`config.mk`:
```
export PLATFORM = sky130hd
export DESIGN_NAME = mul_unit
export DESIGN_NICKNAME = d
export VERILOG_FILES = /design/src/rtl/mul_pkg.sv /design/src/rtl/booth_step.sv /design/src/rtl/mul_unit.sv
export SDC_FILE = /design/constraint.sdc
export NUM_CORES = 1
export LEC_CHECK = 0
export ABC_AREA = 1
export BUFFER_PORTS_ARGS = -buffer_cell sky130_fd_sc_hd__buf_2
export CORE_MARGIN = 2
export CORE_UTILIZATION = 52
export DETAILED_ROUTE_END_ITERATION = 6
export PLACE_DENSITY = 0.78
export SYNTH_ARGS = -nofsm -noshare
export SYNTH_HDL_FRONTEND = slang
export SYNTH_SLANG_ARGS = --single-unit
```
`constraint.sdc`:
```
create_clock -name clk -period 2.1 [get_ports clk]
set_input_delay 0.105 -clock clk [delete_from_list [all_inputs] [get_ports clk]]
set_output_delay 0.105 -clock clk [all_outputs]
set_load 0.01 [all_outputs]
```
`src/rtl/mul_pkg.sv`:
```
// Shared types and constants for the sequential Booth multiplier.
// Build option: MUL_SAT_EN enables fractional-overflow saturation.
package mul_pkg;

   typedef enum logic [1:0] {
      IDLE = 2'd0,
      RUN  = 2'd1,
      DONE = 2'd2
   } state_t;

   localparam int N    = 8;
   localparam int CNT_W = $clog2(N) + 1;

   function automatic int cnt_width(input int w);
      return $clog2(w) + 1;
   endfunction

endpackage

```
`src/rtl/booth_step.sv`:
```
// One radix-2 Booth iteration: conditional add/sub of M into A,
// then arithmetic right shift of {A,Q,q_-1}.
module booth_step
   import mul_pkg::*;
#(
   parameter int n = N
) (
   input  logic [n:0]   a_i,
   input  logic [n-1:0] q_i,
   input  logic         qm1_i,
   input  logic [n:0]   m_i,
   output logic [n:0]   a_o,
   output logic [n-1:0] q_o,
   output logic         qm1_o
);

   logic [n:0] sum;

   // Booth recoding on {Q[0], q_-1}, then shift sign-preserving
   always_comb begin
      sum = a_i;
      unique case ({q_i[0], qm1_i})
         2'b01:   sum = a_i + m_i;
         2'b10:   sum = a_i - m_i;
         default: sum = a_i;
      endcase
      a_o   = {sum[n], sum[n:1]};
      q_o   = {sum[0], q_i[n-1:1]};
      qm1_o = q_i[0];
   end

endmodule

```
`src/rtl/mul_unit.sv`:
```
// Sequential n x n signed Booth multiplier, integer or Q1.(n-1) output.
// Build option: MUL_SAT_EN saturates the -1 x -1 fractional case.
module mul_unit
   import mul_pkg::*;
#(
   parameter int n = N
) (
   input  logic         clk,
   input  logic         reset,
   input  logic         start,
   input  logic         frac,
   input  logic [n-1:0] a,
   input  logic [n-1:0] b,
   output logic         busy,
   output logic         done,
   output logic [n-1:0] result
);

   localparam int CW = cnt_width(n);

   state_t         state_q, state_d;
   logic [n:0]     a_q, a_d;
   logic [n:0]     m_q, m_d;
   logic [n-1:0]   q_q, q_d;
   logic           qm1_q, qm1_d;
   logic           frac_q, frac_d;
   logic [CW-1:0]  cnt_q, cnt_d;
   logic [n-1:0]   res_q, res_d;

   logic [n:0]     nxt_a;
   logic [n-1:0]   nxt_q;
   logic           nxt_qm1;
   logic           last;
   logic           ovf;
   logic [n-1:0]   prod_lo;
   logic [n-1:0]   prod_fr;
   logic [n-1:0]   sel;

   booth_step #(.n(n)) u_step (
      .a_i   (a_q),
      .q_i   (q_q),
      .qm1_i (qm1_q),
      .m_i   (m_q),
      .a_o   (nxt_a),
      .q_o   (nxt_q),
      .qm1_o (nxt_qm1)
   );

   assign last = (state_q == RUN) && (cnt_q == CW'(n - 1));

   // State register
   always_ff @(posedge clk) begin
      if (reset) state_q <= IDLE;
      else       state_q <= state_d;
   end

   // Next-state logic; start only matters in IDLE
   always_comb begin
      state_d = state_q;
      unique case (state_q)
         IDLE:    if (start) state_d = RUN;
         RUN:     if (last)  state_d = DONE;
         DONE:    state_d = IDLE;
         default: state_d = IDLE;
      endcase
   end

   // Status outputs decoded from state
   always_comb begin
      busy   = (state_q != IDLE);
      done   = (state_q == DONE);
      result = res_q;
   end

   // Slice the final product straight off the last Booth step
   always_comb begin
      prod_lo = nxt_q;
      prod_fr = {nxt_a[n-2:0], nxt_q[n-1]};
`ifdef MUL_SAT_EN
      ovf = frac_q && (nxt_a[n-1] != nxt_a[n-2]);
`else
      ovf = 1'b0;
`endif
      if (ovf)         sel = {1'b0, {(n-1){1'b1}}};
      else if (frac_q) sel = prod_fr;
      else             sel = prod_lo;
   end

   // Datapath next-state: load on accept, step in RUN, capture on last
   always_comb begin
      a_d    = a_q;
      m_d    = m_q;
      q_d    = q_q;
      qm1_d  = qm1_q;
      frac_d = frac_q;
      cnt_d  = cnt_q;
      res_d  = res_q;
      if (state_q == IDLE && start) begin
         m_d    = {a[n-1], a};
         q_d    = b;
         a_d    = '0;
         qm1_d  = 1'b0;
         cnt_d  = '0;
         frac_d = frac;
      end else if (state_q == RUN) begin
         a_d   = nxt_a;
         q_d   = nxt_q;
         qm1_d = nxt_qm1;
         cnt_d = cnt_q + 1'b1;
         if (last) res_d = sel;
      end
   end

   // Datapath registers, cleared by reset
   always_ff @(posedge clk) begin
      if (reset) begin
         a_q    <= '0;
         m_q    <= '0;
         q_q    <= '0;
         qm1_q  <= 1'b0;
         frac_q <= 1'b0;
         cnt_q  <= '0;
         res_q  <= '0;
      end else begin
         a_q    <= a_d;
         m_q    <= m_d;
         q_q    <= q_d;
         qm1_q  <= qm1_d;
         frac_q <= frac_d;
         cnt_q  <= cnt_d;
         res_q  <= res_d;
      end
   end

endmodule

```
==> flow_summary.json <==
{
  "fin_nets": 418,
  "diodes": 0,
  "grt_max_degree": 19,
  "yosysUniqueCellTypes": 40,
  "ios": 30,
  "dieHeight_um": 71.4,
  "syn_to_final_growth_pct": 36.7,
  "wl_per_cell_um": 16.1,
  "grt_antenna_before_repair": 0,
  "grt_usage": 0.258,
  "floorplan.rows": 24,
  "first_pass_iters": 5,
  "cp.arrival_ps": 2510,
  "ys.flop_type": "dfxtp_1",
  "violations": "setup timing",
  "status": "finished, violations left",
  "root_buffer": "clkbuf_8",
  "finalCriticalPeriod_ps": 2330,
  "power.density_nw_per_um2": 812,
  "drv_slew": 0,
  "power_leakage_nw": 1.43,
  "htree_levels": 2,
  "grt_pass1_vias": 2297,
  "clock_skew_ps": 9.47,
  "cp_cell_sequence": "nor3_4, buf_4, nor2_4, xor2_2, inv_2, ha_4, nand3_4, nand3_4, nand3_1, nand2_1, nand2_1, nand3_2, nand2_2, o21ai_1, inv_1",
  "slew_headroom": 0.638,
  "clk_latency_ps": 300,
  "routed_wirelength_um": 7090,
  "numCtsBuffers": 5,
  "drv_cap": 0,
  "drive_gt1_frac": 0.413,
  "path_class": "flop to flop",
  "synth_cells": 331,
  "slowest_stage": "dfxtp_4",
  "path_clk_slew_ps": 90,
  "coreArea_um2": 4350,
  "die-area_um2": 5090,
  "cts-hold-fix-buffers": 0,
  "syn_area_um2": 2360,
  "synth-seq-cells": 40,
  "tritoncts": "yes",
  "place_congestion": 0.860,
  "fmax_mhz": 429,
  "initial_core_util": 0.542,
  "die_x_um": 71.4,
  "cpPeakStageDelay_ps": 370,
  "path_max_fanout": 5,
  "drc_errors": 0,
  "synth.yosys.seq_area_share": 0.339,
  "overflow": 0,
  "final-setup-viol-count": 10,
  "place_inst": 423,
  "antenna_left": 0,
  "syn_area_per_cell_um2": 7.13,
  "post_dp_cell_area_um2": 2660,
  "tightest_slew_ps": 543,
  "vias": 2496,
  "start_kind": "flop",
  "synth_edf_count": 0,
  "irDropWorstVdd_uv": 610,
  "grt_pass1_wl_um": 10400,
  "cts_sinks": 40,
  "drtIter0Drc": 129,
  "grt_setup_unrepaired": "yes",
  "finalHoldViolCount": 0,
  "dp_hpwl_um": 4140,
  "viasPerCell": 5.69,
  "design_area_um2": 3230,
  "finalCritPeriodShare": 1.11,
  "min_path_type": "primary input to flop",
  "layout_setup_ws_ps": -231,
  "critPathCaptureType": "flop",
  "async_flop_share": 0,
  "critPathRequiredTime_ps": 2280,
  "final_cells": 439,
  "finalPower_mw": 2.62,
  "synthesis.nets": 363,
  "synth_warnings": 0,
  "fin_util": 0.741,
  "setup_tns_ps": -1060,
  "clockBufferDepth": 2,
  "port_buffers": 29
}
## through the flow
stage / hold WS, ps / setup WS [ps]
after detailed placement: 342 / -282
after CTS: 31.8 / -74.6
after global routing: 46.3 / -325
final: 33.6 / -231
after global placement: 330 / -260
after floorplan: 174 / 4.72
## per-layer routing
layer,GRT usage,vias up,share of wire
met5,0,-,0
met4,0.103,0,0.038
met3,0.0394,29,0.056
met2,0.438,105,0.49
met1,0.329,1184,0.42
li1,-,1178,-
## registers in the layout, summed over array words and instances (netlist names)
| register | count |
|---|---|
| a_q | 8 |
| m_q | 8 |
| q_q | 8 |
| result | 8 |
| cnt_q | 4 |
| state_q | 2 |
| frac_q | 1 |
| qm1_q | 1 |
## cells in the mapped netlist (4+ instances only)
master | number | area [um2]
a21oi_1 | 25 | 125
a21oi_2 | 5 | 43.8
a31oi_1 | 7 | 43.8
dfxtp_1 | 40 | 801
ha_1 | 11 | 138
inv_1 | 41 | 154
inv_2 | 6 | 22.5
nand2_1 | 81 | 304
nand3_1 | 13 | 65.1
nand3_2 | 4 | 40.0
nor2_1 | 26 | 97.6
o21ai_0 | 21 | 105
o21ai_1 | 6 | 30.0
xor2_1 | 6 | 52.6
## critical path, delay by kind of cell (launching register included)
| family | cells | cell delay, ps |
|---|---|---|
| and+or+nand+nor | 9 | 850 |
| xor gates and xnor gates | 1 | 150 |
| buffers and inverters | 3 | 340 |
| DFF | 1 | 370 |
| AOI/OAI and AO/OA | 1 | 180 |
| adders and majority gates | 1 | 320 |
## cells by family (layout without fill, tap and decap cells)
| family | after synthesis | in the layout | synth area share |
|---|---|---|---|
| simple gates | 140 | 140 | 0.275 |
| compound gates | 73 | 73 | 0.185 |
| buf+inv | 59 | 115 | 0.108 |
| flops | 40 | 40 | 0.339 |
| fa+ha+maj | 12 | 12 | 0.0668 |
| xor+xnor | 7 | 7 | 0.0260 |
## final cells by class
| cell class | instances | area (um2) |
|---|---|---|
| multi-input cells | 232 | 1630 |
| flip-flops and latches | 40 | 808 |
| clock buffers | 5 | 68.8 |
| repair buffers | 57 | 359 |
| clock inverters | 3 | 90.1 |
| well taps | 52 | 65.1 |
| inverters | 50 | 203 |
| fillers | 296 | 1130 |
## report_power, final
part	total (mW)	internal (mW)	switching [mW]
clock network	0.879	0.595	0.284
registers	0.846	0.797	0.0484
logic	0.895	0.393	0.502
## what timing repair did
action	CTS	global route
endpoints found under the hold margin	0	0
gates resized for setup	36	52
setup buffers	4	4
pin swaps	20	46
endpoints found under the setup margin	12	12
## worst paths after layout
kind               end  cells past startpoint  slack (ps)       from
max             a_q[5]                     15        -230     m_q[0]
min             m_q[3]                      3          30       a[3]
max reg2reg     a_q[5]                     15        -230     m_q[0]
min reg2reg  result[0]                      2         460  result[0]
## cell usage in the layout (no fill, tap or decap), drive strengths merged, types with 2 or more instances in the layout
cell type,n
nand2,85
buf,57
xor2,6
nor3,2
nand3,17
clkbuf,5
nor2,30
ha,11
dfxtp,40
o22ai,2
o211ai,3
nand4,3
a21oi,30
or2,2
clkinv,3
o21ai,27
inv,47
a31oi,7
bufinv,3
(Power assumes the default switching activity.)
